`src/rtl/fpga_cfg_pkg.sv`:
```
// Shared types and helpers for the fabric configuration loader.
package fpga_cfg_pkg;

    localparam int FPGA3X3_CFG_BITS = 116;

    typedef enum logic [1:0] {
        IDLE   = 2'd0,
        LOAD   = 2'd1,
        CHECK  = 2'd2,
        COMMIT = 2'd3
    } cfg_state_t;

    function automatic int cfg_num_words(input int cfg_bits, input int data_w);
        return (cfg_bits + data_w - 1) / data_w;
    endfunction

endpackage

```
`src/rtl/fpga_cfg_shift.sv`:
```
// Shadow shift register, XOR accumulator and word counter for one load.
// Latency: state updates on the edge a word is enabled.
// Backpressure: none of its own; the caller gates en.
module fpga_cfg_shift #(
    parameter int CFG_BITS = 116,
    parameter int DATA_W   = 8,
    parameter int CNT_W    = 4
) (
    input  logic                clk,
    input  logic                reset,
    input  logic                clear,
    input  logic                en,
    input  logic [DATA_W-1:0]   word,
    output logic [CFG_BITS-1:0] shadow,
    output logic [DATA_W-1:0]   acc,
    output logic [CNT_W-1:0]    count
);

    // Only the low CFG_BITS of the word stream are ever committed, so the
    // padding bits of the first word simply fall off the top here.
    always_ff @(posedge clk) begin
        if (reset || clear) begin
            shadow <= '0;
            acc    <= '0;
            count  <= '0;
        end else if (en) begin
            shadow <= CFG_BITS'({shadow, word});
            acc    <= acc ^ word;
            count  <= count + CNT_W'(1);
        end
    end

endmodule

```
`src/rtl/fpga_cfg_loader.sv`:
```
// Streams the fabric bitstream in, checks a trailing XOR checksum, commits on success.
// Latency: bitstream/fabric_reset/cfg_done update one cycle after the checksum word.
// Backpressure: cfg_ready high only in LOAD/CHECK and never in a cfg_start cycle.
module fpga_cfg_loader
    import fpga_cfg_pkg::*;
#(
    parameter int CFG_BITS = FPGA3X3_CFG_BITS,
    parameter int DATA_W   = 8
) (
    input  logic                clk,
    input  logic                reset,
    input  logic                cfg_start,
    input  logic [DATA_W-1:0]   cfg_data,
    input  logic                cfg_valid,
    output logic                cfg_ready,
    output logic [CFG_BITS-1:0] bitstream,
    output logic                fabric_reset,
    output logic                cfg_busy,
    output logic                cfg_done,
    output logic                cfg_error
);

    localparam int NUM_WORDS = cfg_num_words(CFG_BITS, DATA_W);
    localparam int CNT_W     = $clog2(NUM_WORDS + 1);

    cfg_state_t          state, state_nxt;
    logic [CFG_BITS-1:0] shadow;
    logic [DATA_W-1:0]   acc;
    logic [CNT_W-1:0]    count;
    logic                accept;
    logic                sh_clear, sh_en, start_clr, set_err, do_commit;

    assign cfg_ready = (state == LOAD || state == CHECK) && !cfg_start;
    assign cfg_busy  = (state != IDLE);
    assign accept    = cfg_valid && cfg_ready;

    always_ff @(posedge clk) begin
        if (reset) state <= IDLE;
        else       state <= state_nxt;
    end

    always_comb begin
        state_nxt = state;
        sh_clear  = 1'b0;
        sh_en     = 1'b0;
        start_clr = 1'b0;
        set_err   = 1'b0;
        do_commit = 1'b0;
        case (state)
            IDLE: begin
                if (cfg_start) begin
                    state_nxt = LOAD;
                    sh_clear  = 1'b1;
                    start_clr = 1'b1;
                end
            end
            LOAD: begin
                if (cfg_start) begin
                    sh_clear = 1'b1;
                end else if (accept) begin
                    sh_en = 1'b1;
                    if (count == CNT_W'(NUM_WORDS - 1)) state_nxt = CHECK;
                end
            end
            CHECK: begin
                if (cfg_start) begin
                    sh_clear  = 1'b1;
                    state_nxt = LOAD;
                end else if (accept) begin
                    if (cfg_data == acc) begin
                        state_nxt = COMMIT;
                    end else begin
                        set_err   = 1'b1;
                        state_nxt = IDLE;
                    end
                end
            end
            COMMIT: begin
                do_commit = 1'b1;
                state_nxt = IDLE;
            end
            default: state_nxt = IDLE;
        endcase
    end

    always_ff @(posedge clk) begin
        if (reset) begin
            bitstream    <= '0;
            fabric_reset <= 1'b1;
            cfg_done     <= 1'b0;
            cfg_error    <= 1'b0;
        end else begin
            if (start_clr) begin
                fabric_reset <= 1'b1;
                cfg_done     <= 1'b0;
                cfg_error    <= 1'b0;
            end
            if (set_err) cfg_error <= 1'b1;
            if (do_commit) begin
                bitstream    <= shadow;
                fabric_reset <= 1'b0;
                cfg_done     <= 1'b1;
            end
        end
    end

    fpga_cfg_shift #(
        .CFG_BITS (CFG_BITS),
        .DATA_W   (DATA_W),
        .CNT_W    (CNT_W)
    ) u_shift (
        .clk    (clk),
        .reset  (reset),
        .clear  (sh_clear),
        .en     (sh_en),
        .word   (cfg_data),
        .shadow (shadow),
        .acc    (acc),
        .count  (count)
    );

endmodule
```
`config.mk`:
```
export PLATFORM = sky130hd
export DESIGN_NAME = fpga_cfg_loader
export DESIGN_NICKNAME = d
export VERILOG_FILES = /design/src/rtl/fpga_cfg_pkg.sv /design/src/rtl/fpga_cfg_shift.sv /design/src/rtl/fpga_cfg_loader.sv
export SDC_FILE = /design/constraint.sdc
export NUM_CORES = 1
export LEC_CHECK = 0
export ABC_CLOCK_PERIOD_IN_PS = 1800
export CORE_UTILIZATION = 51
export CTS_BUF_LIST = sky130_fd_sc_hd__clkbuf_4 sky130_fd_sc_hd__clkbuf_8
export CTS_CLUSTER_SIZE = 25
export DETAILED_ROUTE_END_ITERATION = 12
export GPL_ROUTABILITY_DRIVEN = 0
export PLACE_DENSITY = 0.9
export SLEW_MARGIN = 20
export SYNTH_ARGS = -nofsm -noshare
export SYNTH_HDL_FRONTEND = slang
export SYNTH_HIERARCHICAL = 1
export SYNTH_SLANG_ARGS = --single-unit
export TNS_END_PERCENT = 1
```
`constraint.sdc`:
```
create_clock -name clk -period 1.8 [get_ports clk]
set_input_delay 0.45 -clock clk [delete_from_list [all_inputs] [get_ports clk]]
set_output_delay 0.45 -clock clk [all_outputs]
set_load 0.02 [all_outputs]
```
==> impl_results.md <==
- # nets final: roughly 1000
- Pwr Total: approximately 12 mW
- Slowest-stage cell, CP: dfxtp_2
- Width of the die: 136 µm
- Failing checks: negative setup slack
- Async S/R FF share, synth: 0%
- Final setup fails: 6
- Num Clock Sinks: 249
- Synth Instances: 856
- N_diodes: 0
- Yosys cell types: 34
- Most numerous cell in the Yosys netlist: dfxtp_1
- Layout Skew: 0.0130 ns
- Antenna violations before repair: 0
- Via count: 6538
- Root buf cell: clkbuf_8
- GRT Max-Usage Layer: met2
- GR Layer Usage met1: 28.4%
- Final Cell Area: 11700 µm²
- Worst slew pin tran: 0.372 ns
- Met3 Usage GRT: 3.69%
- Share of cells above drive strength 1: ~16%
- Worst hold path type: in2reg
- Mean area per synthesized cell: 10.7 µm²
- CTS H-tree lvls: 2
- Clk_lat worst skew: slightly above 0.5 ns
- Largest net degree at the start of global routing: 55
- Synth top area share: 54.4%
- RSZ-0062 raised after global routing: yes
- Prevailing post-synth register cell: dfxtp_1
- CTS max path bufs: 3
- Worst EP arrival: about 1.4 ns
- Max Clk Rate: 0.534 GHz
- Largest family of logic cells by synthesized area: multiplexers
- DRC viols: 0
- Syn Std Cell Area: 9160 µm²
- Critical path class: reg2out
- Crit-path max FO: 2
- Placed Area: between 10000 and 15000 µm²
- Crit. End Element: output pin
- DRT antenna net count: 0
- Critical R2R Capture: u_shift/shadow[26]
- Register-to-Register Path Depth: 8
- Ports: 133
- First-pass GRT wire length: 32.9 mm
- Slowest cell delay on critical path: 0.34 ns
- Xor and xnor fraction of the mapped netlist area: 0.861%
- Max cap viols: 0
- Initial DRC Count: 314
- Worst-path clk slew: around 0.060 ns
- Minimum clock period: 1.87 ns
- Core area: 17400 µm²
- Total track usage: 22.5%
- Vias per cell: 5.14
- Post-synth EDFFs: 0
- WL/cell: 16.0 µm
- Die Ht: 136 µm
- Sequential area share after synthesis: between 50% and 60%
- Final setup margin: -0.0732 ns
- Slew headroom: 75.2%
- Initial core utilization: between 50% and 60%
- Final worst-path cycle share: 104%
- Met2 GRT Util: roughly two fifths
- Port Buf Inserts: 132
- Commonest cells in the synthesized netlist: dfxtp_1 (249), mux2i_1 (234), nor2_1 (208), nor2_2 (30), buf_2 (26)
- Status: finished with violations
- Setup crit start kind: register
- Post-synthesis adder-cell area fraction: 0.683%
- P&R area growth vs syn: 28.3%
- Pwr/cell area: 986 nW/µm²
- Leakage: around 4.6 nW
- Ranking of synthesized cells by area: dfxtp_1 (54%), mux2i_1 (26%), nor2_1 (8.5%)
- HP Start: reset
- DR pass1 iterations: 4
- Num CTS Buffers: 40
- Synth warn: 6
- TritonCTS clock tree: done
- Mapped Nets: 873
- Synthesized flop and latch total: ~250
- Slew Limit Fails: 0
- R2R setup slack: -0.03 ns
- Worst ir drop on vdd: 585 µV
- CP Cell Sequence: inv_2, ha_4, nor2b_4, buf_6
- Hold path depth: 2
- Hold endpoint: bitstream[57]
- Post-synthesis mux area share: 25.7%
- Die area: approximately 18000 µm²
- Final Hold Vio Count: 0
- Detailed placement HPWL: between 10 and 15 mm
- Yosys top cell by area: dfxtp_1
- Compound-cell area share of the yosys netlist: under 10%
- Row count: between 40 and 50
- Critical Path RT: 1.35 ns
- Reg-to-Reg Start: state[0]
- Gr ovfl total: 0
- Detailed Route WL: 20.3 mm
- Vias in the first global route: 6487
- Post-synthesis simple-gate area fraction: ~13%
-- sequential cells by signal, indices dropped and copies added, names as in the netlist --
signal	flops
cfg_error	1
fabric_reset	1
u_shift/count	4
u_shift/acc	8
state	2
cfg_done	1
u_shift/shadow	116
bitstream	116
-- worst max-delay path by stage --
stage / startpoint / end / depth (start not counted)
finish: state[0] / cfg_ready / 4
global route: state[0] / cfg_ready / 4
CTS: state[0] / cfg_ready / 4
detailed placement: cfg_start / u_shift/shadow[43] / 7
global placement: cfg_data[4] / state[0] / 7
floorplan: state[1] / u_shift/shadow[112] / 8
-- stage by stage --
stage                     setup slack [ns]  std cells  hold slack, ns  setup TNS [ns]  utilization (%)
final                              -0.0732       1271           0.288          -0.153             67.4
after global routing                -0.127       1271           0.295           -5.42             67.4
after CTS                           -0.116       1271           0.268          -0.116             67.3
after detailed placement            -0.399       1202           0.480          -40.96             63.2
after global placement              -0.389       1202           0.470          -39.75             63.2
after floorplan                    -0.0635        856           0.460           -7.12                -
-- critical path: cells and delay by family, from the launching register on --
| family | cells | cell delay, ns |
|---|---|---|
| buf+inv | 2 | 0.16 |
| fa+ha+maj | 1 | 0.27 |
| simple gates | 1 | 0.13 |
| flops | 1 | 0.34 |
-- routing by layer --
| metal | up-vias | routed length [µm] |
|---|---|---|
| li1 | 3202 | - |
| met4 | 0 | 459 |
| met3 | 41 | 962 |
| met5 | - | 0 |
| met2 | 160 | 9800 |
| met1 | 3135 | 9100 |
-- logic make-up (layout without fill, tap and decap cells) --
kind of cell | after synthesis | count (layout)
simple gates | 271 | 271
flops | 249 | 249
mux | 235 | 235
buf+inv | 59 | 249
compound gates | 28 | 28
xor+xnor | 9 | 9
fa+ha+maj | 5 | 5
-- placed cells by master (no fill, tap or decap), drive strengths merged, types with 8 or more instances in the layout --
master and n:
dlygate4sd2 119, buf 48, clkbuf 66, a21oi 14, clkdlybuf4s50 9, xor2 8, mux2i 234, dfxtp 249
a21bo 9, nor2 238, nand3b 9
-- repair_timing --
action,CTS,global route
buffers inserted,0,0
hold buffers,0,0
gates resized for setup,131,7
endpoints found under the setup margin,226,126
pin swaps,0,2
-- area by class of cell --
class / count / area [µm²]
well taps: 225 / 282
repair buffers: 177 / 1690
multi-input cells: 548 / 3930
fillers: 1325 / 5670
clock buffers: 66 / 827
inverters: 3 / 11.3
clock inverters: 3 / 17.5
flip-flops and latches: 249 / 4990
-- report_power, final --
part,switching [mW],total (mW),leakage (nW),internal (mW)
Combinational,0.566,1.06,2.11,0.495
Clock,2.08,4.97,0.449,2.89
Sequential,0.0171,5.56,2.01,5.54
Note: power is estimated with default switching activity, not from simulation.
